[config.mk]
export PLATFORM = sky130hd
export DESIGN_NAME = complex_accumulator
export DESIGN_NICKNAME = d
export VERILOG_FILES = /design/src/rtl/complex_accumulator.sv
export SDC_FILE = /design/constraint.sdc
export NUM_CORES = 1
export LEC_CHECK = 0
export CAP_MARGIN = 10
export CORE_MARGIN = 3
export CORE_UTILIZATION = 50
export CTS_CLUSTER_DIAMETER = 150
export CTS_CLUSTER_SIZE = 24
export DETAILED_ROUTE_END_ITERATION = 12
export MAX_ROUTING_LAYER = met4
export PLACE_DENSITY_LB_ADDON = 0.12
export SYNTH_ARGS = -nofsm -noshare
export SYNTH_HDL_FRONTEND = slang
export SYNTH_SLANG_ARGS = --single-unit
[constraint.sdc]
create_clock -name clk -period 5.89 [get_ports clk]
set_clock_uncertainty 0.05 [all_clocks]
set_input_delay 0.589 -clock clk [delete_from_list [all_inputs] [get_ports clk]]
set_output_delay 0.589 -clock clk [all_outputs]
set_load 0.01 [all_outputs]
[src/rtl/complex_accumulator.sv]
// complex_accumulator: sums a stream of signed complex products into one complex
// accumulation per frame. A frame ends on in_last or after MAX_LEN beats. The
// result is then held on a valid/ready handshake until it is taken, and no input
// is accepted in the meantime.
//
// Parameters: IW (input width per component), GUARD (extra accumulator bits,
// OW = IW + GUARD), MAX_LEN (max beats per frame, CW = $clog2(MAX_LEN + 1)).
//
// Ports:
//   clk, reset          rising-edge clock, synchronous active-high reset
//   ce                  clock enable; low freezes all state and blocks transfers
//   in_valid/in_ready   input beat handshake; in_real/in_imag/in_last payload
//   out_valid/out_ready result handshake
//   acc_real/acc_imag   OW-bit signed sums; acc_count beats in the frame
//   overflow            sticky per frame: a component left the OW-bit range
//
// Build option: define COMPLEX_ACC_SATURATE_EN to clamp a component on overflow
// (it then stays clamped for the rest of the frame) instead of wrapping.
module complex_accumulator #(
  parameter int unsigned IW      = 19,
  parameter int unsigned GUARD   = 8,
  parameter int unsigned MAX_LEN = 256
) (
  input  logic                              clk,
  input  logic                              reset,
  input  logic                              ce,
  input  logic                              in_valid,
  output logic                              in_ready,
  input  logic signed [IW-1:0]              in_real,
  input  logic signed [IW-1:0]              in_imag,
  input  logic                              in_last,
  output logic                              out_valid,
  input  logic                              out_ready,
  output logic signed [IW+GUARD-1:0]        acc_real,
  output logic signed [IW+GUARD-1:0]        acc_imag,
  output logic [$clog2(MAX_LEN+1)-1:0]      acc_count,
  output logic                              overflow
);

  localparam int unsigned OW = IW + GUARD;
  localparam int unsigned CW = $clog2(MAX_LEN + 1);
  localparam logic [CW-1:0] MaxCnt = CW'(MAX_LEN);

  typedef enum logic [0:0] {StAcc, StDone} state_e;

  state_e        state_q, state_d;
  logic [OW-1:0] acc_re_q, acc_re_d;
  logic [OW-1:0] acc_im_q, acc_im_d;
  logic [CW-1:0] cnt_q, cnt_d;
  logic          ovf_q, ovf_d;

  logic [OW-1:0] ext_re, ext_im;
  logic [OW:0]   sum_re, sum_im;
  logic          ovf_re, ovf_im;
  logic [OW-1:0] beat_re, beat_im;
  logic [CW-1:0] cnt_inc;

`ifdef COMPLEX_ACC_SATURATE_EN
  localparam logic [OW-1:0] PosMax = {1'b0, {(OW-1){1'b1}}};
  localparam logic [OW-1:0] NegMin = {1'b1, {(OW-1){1'b0}}};

  // Per-component "clamped" flags; a clamped component ignores later beats.
  logic sat_re_q, sat_re_d;
  logic sat_im_q, sat_im_d;
`endif

  always_comb begin
    ext_re  = {{GUARD{in_real[IW-1]}}, in_real};
    ext_im  = {{GUARD{in_imag[IW-1]}}, in_imag};
    // One extra bit: overflow is the carry into vs out of the OW-bit sign bit,
    // i.e. the two top bits of the widened sum disagree.
    sum_re  = {acc_re_q[OW-1], acc_re_q} + {ext_re[OW-1], ext_re};
    sum_im  = {acc_im_q[OW-1], acc_im_q} + {ext_im[OW-1], ext_im};
    ovf_re  = sum_re[OW] ^ sum_re[OW-1];
    ovf_im  = sum_im[OW] ^ sum_im[OW-1];
    cnt_inc = cnt_q + CW'(1);
`ifdef COMPLEX_ACC_SATURATE_EN
    // sum[OW] is the sign of the true sum and selects the clamp direction.
    if (sat_re_q)    beat_re = acc_re_q;
    else if (ovf_re) beat_re = sum_re[OW] ? NegMin : PosMax;
    else             beat_re = sum_re[OW-1:0];
    if (sat_im_q)    beat_im = acc_im_q;
    else if (ovf_im) beat_im = sum_im[OW] ? NegMin : PosMax;
    else             beat_im = sum_im[OW-1:0];
`else
    beat_re = sum_re[OW-1:0];
    beat_im = sum_im[OW-1:0];
`endif
  end

  always_comb begin
    state_d  = state_q;
    acc_re_d = acc_re_q;
    acc_im_d = acc_im_q;
    cnt_d    = cnt_q;
    ovf_d    = ovf_q;
`ifdef COMPLEX_ACC_SATURATE_EN
    sat_re_d = sat_re_q;
    sat_im_d = sat_im_q;
`endif
    if (ce) begin
      unique case (state_q)
        StAcc: begin
          if (in_valid) begin
            acc_re_d = beat_re;
            acc_im_d = beat_im;
            cnt_d    = cnt_inc;
            ovf_d    = ovf_q | ovf_re | ovf_im;
`ifdef COMPLEX_ACC_SATURATE_EN
            sat_re_d = sat_re_q | ovf_re;
            sat_im_d = sat_im_q | ovf_im;
`endif
            if (in_last || (cnt_inc == MaxCnt)) state_d = StDone;
          end
        end
        StDone: begin
          if (out_ready) begin
            acc_re_d = '0;
            acc_im_d = '0;
            cnt_d    = '0;
            ovf_d    = 1'b0;
`ifdef COMPLEX_ACC_SATURATE_EN
            sat_re_d = 1'b0;
            sat_im_d = 1'b0;
`endif
            state_d  = StAcc;
          end
        end
      endcase
    end
  end

  always_ff @(posedge clk) begin
    if (reset) begin
      state_q  <= StAcc;
      acc_re_q <= '0;
      acc_im_q <= '0;
      cnt_q    <= '0;
      ovf_q    <= 1'b0;
`ifdef COMPLEX_ACC_SATURATE_EN
      sat_re_q <= 1'b0;
      sat_im_q <= 1'b0;
`endif
    end else begin
      state_q  <= state_d;
      acc_re_q <= acc_re_d;
      acc_im_q <= acc_im_d;
      cnt_q    <= cnt_d;
      ovf_q    <= ovf_d;
`ifdef COMPLEX_ACC_SATURATE_EN
      sat_re_q <= sat_re_d;
      sat_im_q <= sat_im_d;
`endif
    end
  end

  always_comb begin
    in_ready  = ce & (state_q == StAcc);
    out_valid = (state_q == StDone);
    acc_real  = acc_re_q;
    acc_imag  = acc_im_q;
    acc_count = cnt_q;
    overflow  = ovf_q;
  end

endmodule

==> results of run 1 <==
-- worst reg2reg max path: cells and delay by family (launching register included) --
kind                       cells  cell delay (ns)
AOI/OAI and AO/OA              8             1.81
adders and majority gates      2             0.64
DFF                            1             0.32
xor gates and xnor gates       1             0.16
-- placed cells by master, fill, tap and decap left out, drive strengths merged, types with 5 or more instances in the layout --
cell type | netlist | layout
xnor2 | 23 | 23
a22oi | 27 | 27
a211oi | 7 | 7
ha | 56 | 56
a21oi | 48 | 48
nand3 | 9 | 9
xor2 | 16 | 16
clkdlybuf4s50 | 0 | 108
o21ai | 45 | 45
clkbuf | 17 | 14
o21a | 11 | 11
nor3 | 11 | 11
and3 | 8 | 8
a21o | 24 | 24
o31ai | 5 | 5
a31oi | 13 | 13
inv | 12 | 12
dfxtp | 65 | 65
nor2 | 79 | 79
buf | 1 | 5
nand2 | 49 | 49
o21bai | 5 | 5
or3 | 9 | 9
-- per-stage QoR --
stage	area, µm²	setup slack (ns)	utilization, %	hold slack [ns]
finish	6319	2.453	67.42	0.4374
global route	6319	2.213	67.42	0.4661
CTS	6319	2.462	67.42	0.4389
detailed placement	6096	2.096	65.05	0.4262
global placement	6096	2.164	65.05	0.4133
floorplan	4902	2.751	-	0.4349
-- worst paths after layout --
path	slack [ns]	to
worst min-delay path	0.44	acc_real[15]
worst min register to register	0.44	acc_real[15]
worst max-delay path	2.45	acc_real[20]
worst max register to register	2.80	acc_real[20]
-- where the power goes --
group	switching, mW	internal [mW]	total [mW]
combinational	0.227	0.211	0.438
sequential	0.0252	0.468	0.493
clock	0.175	0.263	0.437
-- sequential cells by signal, indices dropped and copies added, names as in the netlist --
register / flops
overflow: 1
acc_count: 9
out_valid: 1
acc_imag: 27
acc_real: 27
-- per-layer routing --
metal  global-route usage, %  part of all wire [%]  wire length, µm
met5                       -                     0                0
met1                   33.04                    48             6343
met4                   7.498                   1.5              194
met2                   40.05                    46             6049
met3                   3.150                   4.4              578
-- cell families after synthesis --
kind of cell	Yosys count
adders and majority gates	58
xor gates and xnor gates	39
DFF	65
AOI/OAI and AO/OA	217
and+or+nand+nor	189
buffers and inverters	32
muxes	3
-- cell type report --
class	count	area, µm²
sequential	65	1301
fill	837	3053
timing repair buffer	113	1116
clock buffer	14	162.7
inverter	12	45.04
tap	129	161.4
multi-input combinational	506	3472
clock inverter	2	60.06
==> impl_metrics.ini, run 1 <==
[floorplanning]
row_count = 35
ioPinCount = 110
fp.dieH_um = 105.0
die_x_um = 105.0
initial_core_util_pct = 52.31
die-area_um2 = 11030
core_um2 = 9371

[clock_network]
cts.reportedPaths.clkPinSlew_ns = 0.07
cts_resized = 0
tritoncts = built
clockBufferDepth = 2
cts_root_buf = clkbuf_8
cts_sinks = 65
cts_buffers = 9
cts_htree_levels = 3
hold_buffers = 0
insertion_delay_ns = 0.34
post_cts_buffers = 0

[min_path]
min_path_cells = 2
hp-start = acc_real[15]
min_path_type = reg -> reg

[grt]
grt_pass1_wl_um = 22510
antenna_found_initial = 0
grt_start_max_net_pins = 49
grt_overflow_total = 0
grt_usage_pct = 24.99
first_global_vias = 4844

[detailed_routing]
vias_per_cell = 5.805
initialDrtViolationCount = 237
vias = 4882
ant_nets = 0
drtPass1Iterations = 5
wl_per_cell_um = 15.66
drc = 0
wirelength_um = 13170

[synthesis]
yosys-top-cells-count = nor2_1, dfxtp_1, ha_1
yosys.area.top_type = dfxtp_1
synth-xor-area-share_pct = 6.968
syn_area_um2 = 4902
synth_top_family_by_area = compound AO/OA/AOI/OAI gates
synthAdderAreaFrac_pct = 15.11
synth_compound_area_share_pct = 30.53
synth_top_cell_area_share_pct = 26.54
synth.yosys.seq_area_share_pct = 26.54
synth_edf_count = 0
syn_avg_cell_area_um2 = 8.130
synthMuxAreaShare_pct = 0.6381
syn_nets = 705
synthTopCellsByArea = dfxtp_1, ha_1, nor2_1
synth_async_sr_flop_share_pct = 0
synth_simple_gate_area_share_pct = 17.53
ys_seq_elements = 65
yosysWarnings = 0
netlist_instances = 603
synth_ff_type = dfxtp_1
ys_types = 67
synth_most_common_cell = nor2_1

[timing]
fin_crit_sh_pct = 58.35
fmax_mhz = 291.0
fin_tns_setup_ns = 0
setup_viol = 0
relSlewSlack_pct = 49.22
report.final.slew_viol_count = 0
period_needed_ns = 3.437
final-hold-violation-count = 0
max_slew.worst_pin.slew_ns = 0.7590
rsz0062_at_grt = no

[worst_setup_path]
critical_path.top_delay_family = compound AO/OA/AOI/OAI gates
rr_worst_depth = 11
cp.depth = 12
crit_arrival_ns = 3.60
cp_max_fo = 3
setup.worst_path.class = in -> reg
slowest_delay_ns = 0.41
end_kind = register
reg2reg_from = acc_real[0]
cp_data_required_time_ns = 6.05
crit_top_cell = a21o_1
start_kind = input port
path_buf_inv = 1
crit_slowest_cell = fa_1
cp-startpoint = in_real[0]
path_cells = clkdlybuf4s50_1, ha_1, fa_1, a21o_1, a221oi_2, a21oi_2, a221oi_4, o41ai_2, a21o_1, a311oi_2, xor2_1, o21ai_1

[place]
dp.cells = 825
dp_hpwl_um = 9531
place_congestion = 0.9350
io_buffers = 109

[final_layout]
layout.nets = 809
drive_above_1_share_pct = 5.337
synthToLayoutAreaGrowth_pct = 28.89
antenna_cells = 0
layout.cells.non_filler = 841

[run_status]
outcome = complete, no violations

[pwr]
power_leakage_nw = 2.706
power_mw = 1.368
power_density_nw_per_um2 = 216.6
ir_drop_mv = 0.1012

[run]
cap_violations = 0
Power figures use the tool's default switching activity.
==> run 2, diff against run 1 <==
--- a/config.mk
+++ b/config.mk
@@ -7,7 +7,7 @@
 export LEC_CHECK = 0
 export CAP_MARGIN = 10
 export CORE_MARGIN = 3
-export CORE_UTILIZATION = 50
+export CORE_UTILIZATION = 47
 export CTS_CLUSTER_DIAMETER = 150
 export CTS_CLUSTER_SIZE = 24
 export DETAILED_ROUTE_END_ITERATION = 12
==> constraint.sdc (replaced) <==
create_clock -name clk -period 3.08 [get_ports clk]
set_clock_uncertainty 0.05 [all_clocks]
set_input_delay 0.308 -clock clk [delete_from_list [all_inputs] [get_ports clk]]
set_output_delay 0.308 -clock clk [all_outputs]
set_load 0.01 [all_outputs]
==> run 2 against run 1 <==
Net effect: non-clock buffer count grew 48; sequential share of layout area down 1.0 points; die area rose by 6.0%; worst hold slack lost 0.14 ns; via count is 3.1% higher; clock power up 56%; register-to-register slack worse by 2.6 ns; critical path depth unchanged; global-route usage about the same; first-iteration DRC count grew 14%; critical path type unchanged; largest cell class unchanged; largest power group unchanged.
==> impl_metrics.ini, run 2 (synthesized netlist as in run 1, its figures left out) <==
[min_path]
min_to = acc_imag[12]
min_path_cells = 2
hp-start = reset
min_path_type = in -> reg

[place]
dp.cells = 876
io_buffers = 109
dp_hpwl_um = 10390
dpl_worst_slack_ns = -0.3034
place_congestion = 0.9138

[worst_setup_path]
rr_worst_depth = 11
critical_path.top_delay_family = compound AO/OA/AOI/OAI gates
slowest_delay_ns = 0.40
path_buf_inv = 1
reg2reg_setup_slack_ns = 0.22
setup.worst_path.class = in -> reg
cp_max_fo = 3
end_kind = register
cp.depth = 12
reg2reg_to = acc_real[20]
reg2reg_from = acc_real[0]
crit_arrival_ns = 3.10
crit_slowest_cell = clkdlybuf4s50_1
cp_data_required_time_ns = 3.28
path_cells = clkdlybuf4s50_1, ha_1, fa_2, a21o_1, a221oi_4, a21oi_2, a221oi_4, o41ai_2, a21o_1, a311oi_2, xor2_1, o21ai_1
start_kind = input port

[detailed_routing]
vias_per_cell = 5.636
initialDrtViolationCount = 270
wl_per_cell_um = 15.50
vias = 5033
drtPass1Iterations = 5
wirelength_um = 13850
ant_nets = 0
drc = 0

[clock_network]
cts.reportedPaths.clkPinSlew_ns = 0.09
cts_root_buf = clkbuf_8
cts_htree_levels = 3
tritoncts = built
cts_buffers = 9
clockBufferDepth = 2
cts_sinks = 65
hold_buffers = 0
insertion_delay_ns = 0.36

[timing]
max_slew.worst_pin.slew_ns = 0.6402
fin_tns_setup_ns = 0
rsz0062_at_grt = no
setup_viol = 0
fin_crit_sh_pct = 94.32
period_needed_ns = 2.905
fmax_mhz = 344.2
relSlewSlack_pct = 57.16
report.final.slew_viol_count = 0
final-hold-violation-count = 0
setup_slack_ns = 0.1749
whs_ns = 0.2965

[floorplanning]
core_um2 = 9955
die-area_um2 = 11690
die_x_um = 108.1
ioPinCount = 110
initial_core_util_pct = 49.25
row_count = 36
fp.dieH_um = 108.1

[run_status]
outcome = complete, no violations

[final_layout]
antenna_cells = 0
seq_area_um2 = 1301
synthToLayoutAreaGrowth_pct = 35.71
mostFrequentLayoutCells = clkdlybuf4s50_1, nor2_1, dfxtp_1
drive_above_1_share_pct = 11.84
final.fill_count = 871
multiInputGateArea_um2 = 3486
layout_commonest_cell = clkdlybuf4s50_1
layout.cells.non_filler = 893
layout.nets = 857
post-route-util_pct = 66.83

[grt]
grt_usage_pct = 25.03
first_global_vias = 4990
antenna_found_initial = 0
grt_pass1_wl_um = 23160
grt_start_max_net_pins = 32
grt_overflow_total = 0

[pwr]
power_density_nw_per_um2 = 381.3
combPwrFrac_pct = 35.8
p_int_mw = 1.649
power_leakage_nw = 2.909
swShare_pct = 34.99
clkPwrFrac_pct = 26.9
power_frac_seq_pct = 37.3
netSwitchingPower_uw = 887.7
ir_drop_mv = 0.2377

[run]
cap_violations = 0
## run 2: layout make-up
type	count	share of cell area, %
Sequential cell	65	19.56
Tap cell	133	2.501
Clock buffer	9	1.862
Clock inverter	7	0.8087
Multi-Input combinational cell	506	52.40
Inverter	12	0.6771
Timing Repair Buffer	161	22.19
## run 2: timing repair
action	4_1_cts	5_1_grt
buffers inserted	0	1
setup endpoints to repair	0	7
gates resized for setup	0	4
## run 2: how the worst max path moves through the flow
stage / from / endpoint / slack (ns)
detailed placement: in_real[0] / acc_real[20] / -0.30
global placement: in_real[0] / acc_real[20] / -0.24
CTS: in_real[0] / overflow / 0.09
global route: in_real[0] / acc_real[20] / 0.0002
finish: in_real[0] / acc_real[20] / 0.17
floorplan: acc_real[0] / acc_real[20] / 0.19
## run 2: worst register-to-register path: stages, from the launching register on
cell and delay, ns:
dfxtp_1 0.33, ha_1 0.21, fa_2 0.35, a21o_1 0.22, a221oi_4 0.27, a21oi_2 0.13, a221oi_4 0.32, o41ai_2 0.13
a21o_1 0.22, a311oi_2 0.28, xor2_1 0.17, o21ai_1 0.07
## run 2: stage by stage
stage          power (mW)  cell area, µm²
3_3_place_gp        1.833            6454
6_report            2.537            6653
3_5_place_dp        1.860            6454
5_1_grt             2.691            6653
2_1_floorplan       1.501            4902
4_1_cts             2.544            6631
## run 2: power groups by stage
| stage | Clock [mW] | Sequential, mW | Combinational (mW) |
|---|---|---|---|
| after global placement | 0 | 0.960 | 0.873 |
| final | 0.683 | 0.946 | 0.908 |
| after CTS | 0.696 | 0.945 | 0.903 |
| after global routing | 0.733 | 0.954 | 1.00 |
| after floorplan | 0 | 0.979 | 0.522 |
| after detailed placement | 0 | 0.964 | 0.896 |
## run 2: metal layers
layer | up-vias | wire [µm] | global-route usage [%]
met5 | - | 0 | -
met4 | 0 | 189 | 6.583
met3 | 14 | 698 | 4.060
met2 | 127 | 6434 | 40.81
met1 | 2331 | 6522 | 32.38
li1 | 2561 | - | -
==> run 3, diff against run 2 <==
--- a/config.mk
+++ b/config.mk
@@ -7,7 +7,7 @@
 export LEC_CHECK = 0
 export CAP_MARGIN = 10
 export CORE_MARGIN = 3
-export CORE_UTILIZATION = 47
+export CORE_UTILIZATION = 40
 export CTS_CLUSTER_DIAMETER = 150
 export CTS_CLUSTER_SIZE = 24
 export DETAILED_ROUTE_END_ITERATION = 12
==> run 3 against run 2 <==
Net effect: critical path depth is the same; power grew 15%; fmax decreased by 0.97%; highest routed layer unchanged.
==> impl_metrics.ini, run 3 (synthesized netlist as in run 1, its figures left out) <==
[run_status]
outcome = complete, no violations

[floorplanning]
row_count = 39
ioPinCount = 110
die_x_um = 116.7
initial_core_util_pct = 41.86
fp.dieH_um = 116.7
die-area_um2 = 13620
core_um2 = 11710

[final_layout]
antenna_cells = 0
finalInstanceArea_um2 = 6822
final.fill_count = 1089
layout_commonest_cell = clkdlybuf4s50_1
mostFrequentLayoutCells = clkdlybuf4s50_1, nor2_1, dfxtp_1
synthToLayoutAreaGrowth_pct = 39.15
post-route-util_pct = 58.25
layout.nets = 858
multiInputGateArea_um2 = 3506
seq_area_um2 = 1301
drive_above_1_share_pct = 12.61
layout.cells.non_filler = 904

[detailed_routing]
wl_per_cell_um = 15.58
vias_per_cell = 5.637
drc = 0
initialDrtViolationCount = 284
drtPass1Iterations = 5
wirelength_um = 14090
ant_nets = 0
vias = 5096

[timing]
fin_tns_setup_ns = 0
fmax_mhz = 340.9
final-hold-violation-count = 0
setup_viol = 0
rsz0062_at_grt = no
setup_slack_ns = 0.1464
period_needed_ns = 2.934
max_slew.worst_pin.slew_ns = 0.6128
relSlewSlack_pct = 59.00
fin_crit_sh_pct = 95.25
report.final.slew_viol_count = 0
whs_ns = 0.3796

[clock_network]
clockBufferDepth = 2
tritoncts = built
cts_htree_levels = 3
hold_buffers = 0
cts_sinks = 65
cts_buffers = 9
cts.reportedPaths.clkPinSlew_ns = 0.06
cts_root_buf = clkbuf_16
insertion_delay_ns = 0.34

[grt]
grt_overflow_total = 0
grt_usage_pct = 21.46
grt_pass1_wl_um = 22960
first_global_vias = 4821
antenna_found_initial = 0
grt_start_max_net_pins = 45

[pwr]
power_mw = 2.918
ir_drop_mv = 0.2752
netSwitchingPower_uw = 897.6
power_frac_seq_pct = 32.4
combPwrFrac_pct = 31.2
power_leakage_nw = 2.988
p_int_mw = 2.020
clkPwrFrac_pct = 36.3
swShare_pct = 30.76
power_density_nw_per_um2 = 427.8

[worst_setup_path]
crit_arrival_ns = 3.10
end_kind = register
cp_max_fo = 3
start_kind = input port
cp_data_required_time_ns = 3.25
setup.worst_path.class = in -> reg

[place]
place_congestion = 0.8497
place_area_um2 = 6474
dp.cells = 887
io_buffers = 109
dpl_worst_slack_ns = -0.3458
dp_hpwl_um = 10400

[run]
cap_violations = 0

[min_path]
min_path_type = in -> reg
## run 3: changes by cell type in the layout (fill, tap and decap cells not counted), moves of 2 or more
cell        before  now
clkinvlp_4       3    0
clkinv_2         1    3
clkbuf_16        0    9
inv_6            2    0
clkbuf_8         9    2
## run 3: area by class of cell
type	count	area share [%]
inverters	12	0.6603
clock buffers	11	3.705
multi-input cells	506	51.39
flip-flops and latches	65	19.08
repair buffers	162	21.75
clock inverters	5	0.7887
well taps	143	2.623
## run 3: layer usage
layer | vias to the layer above | routed length, µm | track usage (%)
met4 | 0 | 213 | 5.887
met2 | 128 | 6338 | 32.65
met1 | 2388 | 6879 | 29.27
li1 | 2563 | - | -
met5 | - | 0 | -
met3 | 17 | 656 | 3.886
## run 3: worst paths after layout
check	slack [ns]	depth (start not counted)	to	startpoint
max	0.15	12	acc_real[20]	in_real[0]
max reg2reg	0.22	11	acc_real[20]	acc_real[0]
min	0.38	2	acc_real[14]	reset
min reg2reg	0.44	2	acc_imag[26]	acc_imag[26]
## run 3: timing repair
item / CTS / global route
resized for setup: 0 / 8
setup buffers: 0 / 1
setup endpoints to repair: 0 / 11
## run 3: power groups by stage
stage	sequential [mW]	clock, mW	combinational, mW
6_report	0.947	1.06	0.911
5_1_grt	0.955	1.12	1.01
4_1_cts	0.947	1.09	0.901
3_5_place_dp	0.964	0	0.893
3_3_place_gp	0.963	0	0.877
2_1_floorplan	0.979	0	0.522
## run 3: critical path: stages
cell and delay [ns]:
clkdlybuf4s50_1 0.40, ha_1 0.22, fa_2 0.35, a21o_1 0.23
a221oi_4 0.30, a21oi_2 0.13, a221oi_4 0.29, o41ai_2 0.13
a21o_1 0.22, a311oi_2 0.27, xor2_1 0.17, o21ai_1 0.07
